## config.mk

```make
export PLATFORM = sky130hd
export DESIGN_NAME = sipo_frame_ctrl
export DESIGN_NICKNAME = d
export VERILOG_FILES = /design/src/rtl/sipo_pkg.sv /design/src/rtl/shreg_core.sv /design/src/rtl/sipo_frame_ctrl.sv
export SDC_FILE = /design/constraint.sdc
export NUM_CORES = 1
export LEC_CHECK = 0
export CAP_MARGIN = 20
export CORE_MARGIN = 1.5
export CORE_UTILIZATION = 48
export DETAILED_ROUTE_END_ITERATION = 8
export GPL_TIMING_DRIVEN = 0
export PLACE_DENSITY = 0.81
export SLEW_MARGIN = 20
export SYNTH_ARGS = -nofsm -noshare
export SYNTH_HDL_FRONTEND = slang
export SYNTH_SLANG_ARGS = --single-unit
```

## constraint.sdc

```tcl
create_clock -name clk -period 2.75 [get_ports clk]
set_clock_uncertainty 0.2 [all_clocks]
set_input_delay 0.4125 -clock clk [delete_from_list [all_inputs] [get_ports clk]]
set_output_delay 0.4125 -clock clk [all_outputs]
set_load 0.05 [all_outputs]
```

## src/rtl/sipo_pkg.sv

```systemverilog
// Shared types for the serial-in/parallel-out frame controller: register
// mode-select encoding and controller states.
package sipo_pkg;

  typedef enum logic [1:0] {
    SEL_HOLD = 2'd0,
    SEL_SHL  = 2'd1,
    SEL_SHR  = 2'd2,
    SEL_CLR  = 2'd3
  } sel_e;

  typedef enum logic [1:0] {
    ST_IDLE    = 2'd0,
    ST_SHIFT   = 2'd1,
    ST_PRESENT = 2'd2
  } state_e;

endpackage

```

## src/rtl/shreg_core.sv

```systemverilog
// WIDTH-bit multi-mode register: hold, shift left, shift right or clear,
// chosen by sel on each rising edge.
module shreg_core
  import sipo_pkg::*;
#(
  parameter int WIDTH = 8
) (
  input  logic             clk,
  input  logic             rst,
  input  sel_e             sel,
  input  logic             sin,
  output logic [WIDTH-1:0] q
);

  // NOTE: sequential state is written with non-blocking assignments only, so
  // every flop samples the values from before the edge.
  always_ff @(posedge clk or posedge rst) begin
    if (rst) begin
      q <= '0;
    end else begin
      case (sel)
        SEL_SHL: q <= {q[WIDTH-2:0], sin};
        SEL_SHR: q <= {sin, q[WIDTH-1:1]};
        SEL_CLR: q <= '0;
        default: q <= q;
      endcase
    end
  end

endmodule

```

## src/rtl/sipo_frame_ctrl.sv

```systemverilog
// Frame sequencer for shreg_core: counts accepted serial bits, presents the
// finished word with valid/ready, and flags bits that arrive while presenting.
module sipo_frame_ctrl
  import sipo_pkg::*;
#(
  parameter int WIDTH     = 8,
  parameter bit MSB_FIRST = 1'b1
) (
  input  logic                     clk,
  input  logic                     rst,
  input  logic                     start,
  input  logic                     abort,
  input  logic                     sin,
  input  logic                     sin_valid,
  output logic [WIDTH-1:0]         po,
  output logic                     po_valid,
  input  logic                     po_ready,
  output logic                     busy,
  output logic                     overrun,
  output logic [$clog2(WIDTH)-1:0] bit_cnt,
  output logic [1:0]               sel_mon
);

  localparam int              CW       = $clog2(WIDTH);
  localparam logic [CW-1:0]   LAST_BIT = CW'(WIDTH - 1);

  state_e        state_q, state_d;
  logic [CW-1:0] cnt_q, cnt_d;
  logic          overrun_q, overrun_d;
  sel_e          sel;
  sel_e          shift_sel;

  assign shift_sel = MSB_FIRST ? SEL_SHL : SEL_SHR;

  // NOTE: every signal driven here gets a default first, so no path through
  // the case leaves one unassigned and no latch is inferred.
  always_comb begin
    state_d   = state_q;
    cnt_d     = cnt_q;
    overrun_d = overrun_q;
    sel       = SEL_HOLD;
    case (state_q)
      ST_IDLE: begin
        if (start && !abort) begin
          sel       = SEL_CLR;
          cnt_d     = '0;
          overrun_d = 1'b0;
          state_d   = ST_SHIFT;
        end
      end
      ST_SHIFT: begin
        if (abort) begin
          sel     = SEL_CLR;
          cnt_d   = '0;
          state_d = ST_IDLE;
        end else if (sin_valid) begin
          sel = shift_sel;
          if (cnt_q == LAST_BIT) begin
            cnt_d   = '0;
            state_d = ST_PRESENT;
          end else begin
            cnt_d = cnt_q + 1'b1;
          end
        end
      end
      ST_PRESENT: begin
        // A bit arriving here is lost; an accepted start still clears the flag.
        if (sin_valid) overrun_d = 1'b1;
        if (abort) begin
          sel     = SEL_CLR;
          state_d = ST_IDLE;
        end else if (po_ready && start) begin
          sel       = SEL_CLR;
          cnt_d     = '0;
          overrun_d = 1'b0;
          state_d   = ST_SHIFT;
        end else if (po_ready) begin
          state_d = ST_IDLE;
        end
      end
      default: begin
        state_d = ST_IDLE;
        cnt_d   = '0;
      end
    endcase
  end

  always_ff @(posedge clk or posedge rst) begin
    if (rst) begin
      state_q   <= ST_IDLE;
      cnt_q     <= '0;
      overrun_q <= 1'b0;
    end else begin
      state_q   <= state_d;
      cnt_q     <= cnt_d;
      overrun_q <= overrun_d;
    end
  end

  shreg_core #(.WIDTH(WIDTH)) u_shreg (
    .clk (clk),
    .rst (rst),
    .sel (sel),
    .sin (sin),
    .q   (po)
  );

  assign po_valid = (state_q == ST_PRESENT);
  assign busy     = (state_q == ST_SHIFT);
  assign overrun  = overrun_q;
  assign bit_cnt  = cnt_q;
  assign sel_mon  = sel;

endmodule
```

==> summary.md, run 1 <==
| Metric | Value |
|---|---|
| Status | complete, no violations |
| Post-Syn Nets | approximately 90 |
| Worst Path Buf+Inv | 1 |
| RSZ-0062 raised after global routing | no |
| CTS Hold Bufs | 0 |
| LEAKAGE | 0.0005173 µW |
| Reg clk slew, reported paths | approximately 0.090 ns |
| Number of antenna violations at the first check in global routing | 0 |
| Min Tclk post-route | 2.628 ns |
| Ant diodes | 0 |
| Starting DRT DRC Count | 10 |
| Core area | 1506 µm² |
| Setup violators final | 0 |
| CTS max path bufs | 2 |
| Post-route ant nets | 0 |
| Crit-path max FO | 9 |
| Via/cell ratio | between 5 and 6 |
| H-tree levels | 1 |
| Die ar. | 1849 µm² |
| Syn Inst Count | 79 |
| Inserted Clock Buffers | 3 |
| Root Driver | clkbuf_4 |
| Top Ports | 23 |
| Commonest non-fill, non-tap cell in the layout | clkdlybuf4s50_1 |
| Post-Syn Area | a little under 800 µm² |
| Peak VDD IR | 455.3 µV |
| Cell Count, Final, Fillers Out | 123 |
| Slowest Stage Delay on Critical Path | 0.88 ns |
| Final Util | 70.27% |
| Pre-Repair DR Iteration Count | 4 |
| Gr ovfl total | 0 |
| Die H | between 40 and 50 µm |
| Largest net degree at the start of global routing | 15 |
| Final net count | approximately 120 |
| First-pass GRT wire length | ~2700 µm |
| Most frequent cells in the layout | 20 x clkdlybuf4s50_1, 15 x inv_1, 14 x dfrtp_1 |
| Sequential area share after synthesis | 45.60% |
| Slowest CP cell | clkdlybuf4s50_1 |
| Clk sink count | 14 |
| Share of layout cells above drive strength 1 | 14.95% |
| Crit path cell chain | nor2b_1 -> clkdlybuf4s50_1 |
| Final Power | 718.8 µW |
| Power per cell area | 679.1 nW/µm² |
| Die span in x | approximately 43 µm |
| Max Cap Viol | 0 |
| Synth-to-Final Area Change | 37.79% |
| Critical path required time | ~2.1 ns |
| Relative slew slack | between 60 and 70% |
| Max Slew Vio Count | 0 |
| CTS tree | built |
| Arr. time, crit path | 2.02 ns |
| Post-DR wirelength/cell | between 10 and 15 µm |
| Final Hold Viols | 0 |
| Row count | 14 |
| Vias after detailed routing | 631 |
| Distinct cells, synth | 24 |
| Total Neg Setup Slack | 0 ns |
| Worst-Skew Late Latency | 0.28 ns |
| Gpl congestion | just over 0.8 |
| Total track usage | 20.02% |
| Post-Route WL | 1634 µm |
| FF+latch count, synth | 14 |
| Worst setup EP type | output port |
| HPWL Detailed | around 1200 µm |
| Number of buffers added on ports | 22 |
| Final Cycle Share | a little over nine tenths |
| Vias in the first global route | 596 |
| Syn. warnings | 0 |
| Crit start category | flop |
| Hold crit path type | in2async |
| Worst Max-Slew Pin Slew | around 0.54 ns |
| Placed cells | approximately 120 |
| Syn_area_per_cell | 9.725 µm² |
| Crit-path leading delay family | buffers and inverters |
| Max Freq | 380.5 MHz |
| DRC errors left | 0 |
| Initial Utilization | 51.00% |
| WS Path Type | reg2out |
==> Yosys cell counts <==
library cell / n / area (µm²)
o221ai_1: 1 / 8.760
a21o_1: 1 / 7.510
nand2b_1: 1 / 6.260
nor2_1: 3 / 11.26
nor2b_1: 1 / 6.260
a32oi_1: 2 / 17.52
a21oi_1: 2 / 10.01
inv_1: 15 / 56.30
a211oi_4: 1 / 20.02
and2b_1: 1 / 7.510
and3b_1: 1 / 8.760
o21ai_1: 1 / 5.000
nand2_1: 12 / 45.04
dfrtp_1: 14 / 350.3
mux2i_1: 10 / 100.1
o21ai_0: 1 / 5.000
nor3_1: 3 / 15.01
o22a_2: 1 / 10.01
ha_1: 2 / 25.02
and2b_4: 1 / 10.01
nor4b_1: 1 / 8.760
nand2b_2: 1 / 8.760
mux2_4: 1 / 15.01
buf_2: 2 / 10.01
==> state kept, by name, indices dropped and copies added, names as in the netlist <==
name / count
bit_cnt: 3
overrun: 1
state_q: 2
u_shreg.q: 8
==> cell families after synthesis <==
kind of cell               synth area share (%)
buffers and inverters                     8.631
muxes                                     14.98
AOI/OAI and AO/OA                         10.91
and+or+nand+nor                           16.61
adders and majority gates                 3.257
DFF                                       45.60
==> metal layers <==
layer / GRT usage (%) / wire [µm] / vias to the layer above
met5: 0 / 0 / -
met2: 33.33 / 841 / 14
met3: 5.532 / 58 / 2
met1: 24.73 / 720 / 298
met4: 7.273 / 14 / 0
li1: - / - / 317
==> where the power goes <==
group / total (µW) / switching (µW) / internal [µW]
sequential: 265 / 26.2 / 239
combinational: 305 / 197 / 108
clock: 149 / 68.2 / 80.5
total: 719 / 292 / 427
==> stage by stage <==
| stage | hold WS, ns | cell area, µm² | setup slack [ns] |
|---|---|---|---|
| after floorplan | 0.1017 | 768.2 | 0.2509 |
| final | 0.2625 | 1059 | 0.1221 |
| after global placement | 0.3070 | 1008 | -0.3571 |
| after CTS | 0.2836 | 1051 | -0.01872 |
| after detailed placement | 0.3117 | 1008 | -0.4286 |
| after global routing | 0.3333 | 1059 | 0.006325 |
==> worst paths after layout <==
| check | start | endpoint | slack [ns] | cells past startpoint |
|---|---|---|---|---|
| worst min-delay path | rst | u_shreg.q[4]$_DFFE_PP0P_ | 0.26 | 2 |
| min in group clk | u_shreg.q[7]$_DFFE_PP0P_ | u_shreg.q[7]$_DFFE_PP0P_ | 0.32 | 2 |
| worst min register to register | u_shreg.q[7]$_DFFE_PP0P_ | u_shreg.q[7]$_DFFE_PP0P_ | 0.32 | 2 |
| worst max-delay path | state_q[1]$_DFFE_PP0P_ | po_valid | 0.12 | 2 |
| worst max register to register | state_q[1]$_DFFE_PP0P_ | bit_cnt[0]$_DFFE_PP0P_ | 1.02 | 4 |
| max in group asynchronous | rst | state_q[0]$_DFFE_PP0P_ | 1.73 | 2 |
==> worst reg2reg max path: cells and delay by family, from the launching register on <==
kind               cells  cell delay (ns)
AOI/OAI and AO/OA      1             0.24
DFF                    1             0.47
and+or+nand+nor        2             0.41
muxes                  1             0.31
==> what timing repair did <==
action | in CTS | in global routing
pin swaps | 1 | 1
setup endpoints to repair | 2 | 2
gates resized for setup | 5 | 5
setup buffers | 0 | 2
==> layout make-up <==
cell class	count	area, µm²
Timing Repair Buffer	24	225.2
Clock buffer	4	36.28
Buffer	2	12.51
Tap cell	16	20.02
Multi-Input combinational cell	48	357.8
Inverter	15	56.30
Fill cell	130	447.9
Sequential cell	14	350.3
No activity file was read; power rests on OpenSTA's default activity.
==> inputs of run 2 (changes only) <==
Settings changed: CORE_UTILIZATION 48 to 45, PLACE_DENSITY 0.81 to 0.77.
Clock period 2.75 ns to 2.47 ns, I/O delays scaled along.
==> summary.md, run 2 (same netlist as run 1, synthesis figures left out) <==
| Metric | Value |
|---|---|
| Worst-Skew Late Latency | 0.28 ns |
| Via/cell ratio | about 5.2 |
| Worst hold slack | 0.2130 ns |
| Power per cell area | 748.6 nW/µm² |
| Critical path required time | 1.90 ns |
| HPWL Detailed | 1166 µm |
| Slowest CP cell | clkdlybuf4s50_1 |
| Initial Utilization | 49.28% |
| Hold crit path type | in2async |
| Max Freq | 420.8 MHz |
| Reg clk slew, reported paths | 0.09 ns |
| Final net count | 116 |
| Largest net degree at the start of global routing | 15 |
| Final Hold Viols | 0 |
| Row count | 14 |
| Core area | 1559 µm² |
| First-pass GRT wire length | 2684 µm |
| Share of layout cells above drive strength 1 | 14.15% |
| Peak VDD IR | 545.1 µV |
| Placed cells | 117 |
| CTS max path bufs | 2 |
| Status | complete, no violations |
| Cell Count, Final, Fillers Out | 122 |
| Pre-Repair DR Iteration Count | 6 |
| Max Cap Viol | 0 |
| Levels on crit path | 6 |
| Final Cycle Share | 96.20% |
| Arr. time, crit path | 1.81 ns |
| R2R cell count | 4 |
| Root Driver | clkbuf_4 |
| RSZ-0062 raised after global routing | no |
| Worst reg2reg setup slack | 0.73 ns |
| Max FFs per register | 8 |
| Total track usage | 18.66% |
| Vias in the first global route | ~650 |
| Inserted Clock Buffers | 3 |
| Top reg by flops | u_shreg.q |
| Synth-to-Final Area Change | 38.92% |
| Worst setup EP type | output port |
| Setup violators final | 0 |
| WS Path Type | in2out |
| Starting DRT DRC Count | 19 |
| LEAKAGE | between 0.0005 and 0.0006 µW |
| Slowest Stage Delay on Critical Path | 0.45 ns |
| Commonest non-fill, non-tap cell in the layout | clkdlybuf4s50_1 |
| Die ar. | approximately 2000 µm² |
| DRC errors left | 0 |
| Crit path cell chain | clkdlybuf4s50_1 -> buf_6 -> and3b_1 -> a211oi_4 -> inv_1 -> clkdlybuf4s15_2 |
| Post-route ant nets | 0 |
| Most frequent cells in the layout | 18 x clkdlybuf4s50_1, 15 x inv_1, 14 x dfrtp_1 |
| Clk sink count | 14 |
| Relative slew slack | 64.35% |
| Post-DR wirelength/cell | 12.86 µm |
| Die H | 44.32 µm |
| Die span in x | 44.32 µm |
| Gr ovfl total | 0 |
| Number of buffers added on ports | 22 |
| Min Tclk post-route | 2.376 ns |
| Final Power | 799.0 µW |
| Post-Route WL | around 1600 µm |
| Crit start category | input pin |
| Total Neg Setup Slack | 0 ns |
| Crit-path leading delay family | buffers and inverters |
| Crit-path max FO | 10 |
| Top Ports | 23 |
| Gpl congestion | 0.7682 |
| Max Slew Vio Count | 0 |
| CTS tree | built |
| Worst Max-Slew Pin Slew | between 0.5 and 0.6 ns |
| Vias after detailed routing | between 600 and 700 |
| H-tree levels | 1 |
| Worst Path Buf+Inv | 4 |
| Number of antenna violations at the first check in global routing | 0 |
| Ant diodes | 0 |
==> run 2: metrics by stage <==
stage | util [%] | setup slack (ns) | cell area (µm²)
global placement | 64.69 | -0.5474 | 1008
floorplan | - | 0.01293 | 768.2
global route | 68.46 | 0.008157 | 1067
CTS | 67.74 | 0.004477 | 1056
detailed placement | 64.69 | -0.5696 | 1008
finish | 68.46 | 0.09374 | 1067
==> run 2: area by class of cell <==
class / instances / area (µm²)
flip-flops and latches: 14 / 350.3
repair buffers: 23 / 227.7
multi-input cells: 48 / 357.8
clock buffers: 4 / 36.28
well taps: 16 / 20.02
fillers: 122 / 491.7
inverters: 15 / 56.30
plain buffers: 2 / 18.77
==> run 2: repair_timing <==
| action | 4_1_cts | 5_1_grt |
|---|---|---|
| hold buffers | 0 | 0 |
| pin swaps | 1 | 0 |
| setup endpoints to repair | 3 | 3 |
| buffers inserted | 1 | 0 |
| gates resized for setup | 11 | 6 |
| cloned | 0 | 0 |
==> run 2: path summary, 6_finish.rpt <==
check | endpoint | startpoint
max | sel_mon[1] | abort
min | u_shreg.q[7]$_DFFE_PP0P_ | rst
max reg2reg | bit_cnt[0]$_DFFE_PP0P_ | state_q[1]$_DFFE_PP0P_
min reg2reg | u_shreg.q[1]$_DFFE_PP0P_ | u_shreg.q[0]$_DFFE_PP0P_
max in group asynchronous | bit_cnt[0]$_DFFE_PP0P_ | rst
min in group clk | u_shreg.q[1]$_DFFE_PP0P_ | u_shreg.q[0]$_DFFE_PP0P_
==> run 2: where the power goes <==
group	switching, µW	leakage [µW]	internal [µW]	total, µW
clock network	75.1	0.0000210	89.7	165
logic	217	0.000325	122	339
registers	29.8	0.000188	266	296
total	322	0.000534	477	799
==> run 2: routing by layer <==
metal	GRT usage, %	share of wire [%]	vias to the layer above
met5	0	0	-
met2	29.71	49	13
li1	-	-	312
met1	24.02	45	307
met3	3.673	3.8	4
met4	9.697	1.3	0
==> inputs of run 3 (changes only) <==
Settings changed: CAP_MARGIN 20 to default.
==> results of run 3 <==
Final layout, timing and power as in run 2 (identical DEF).
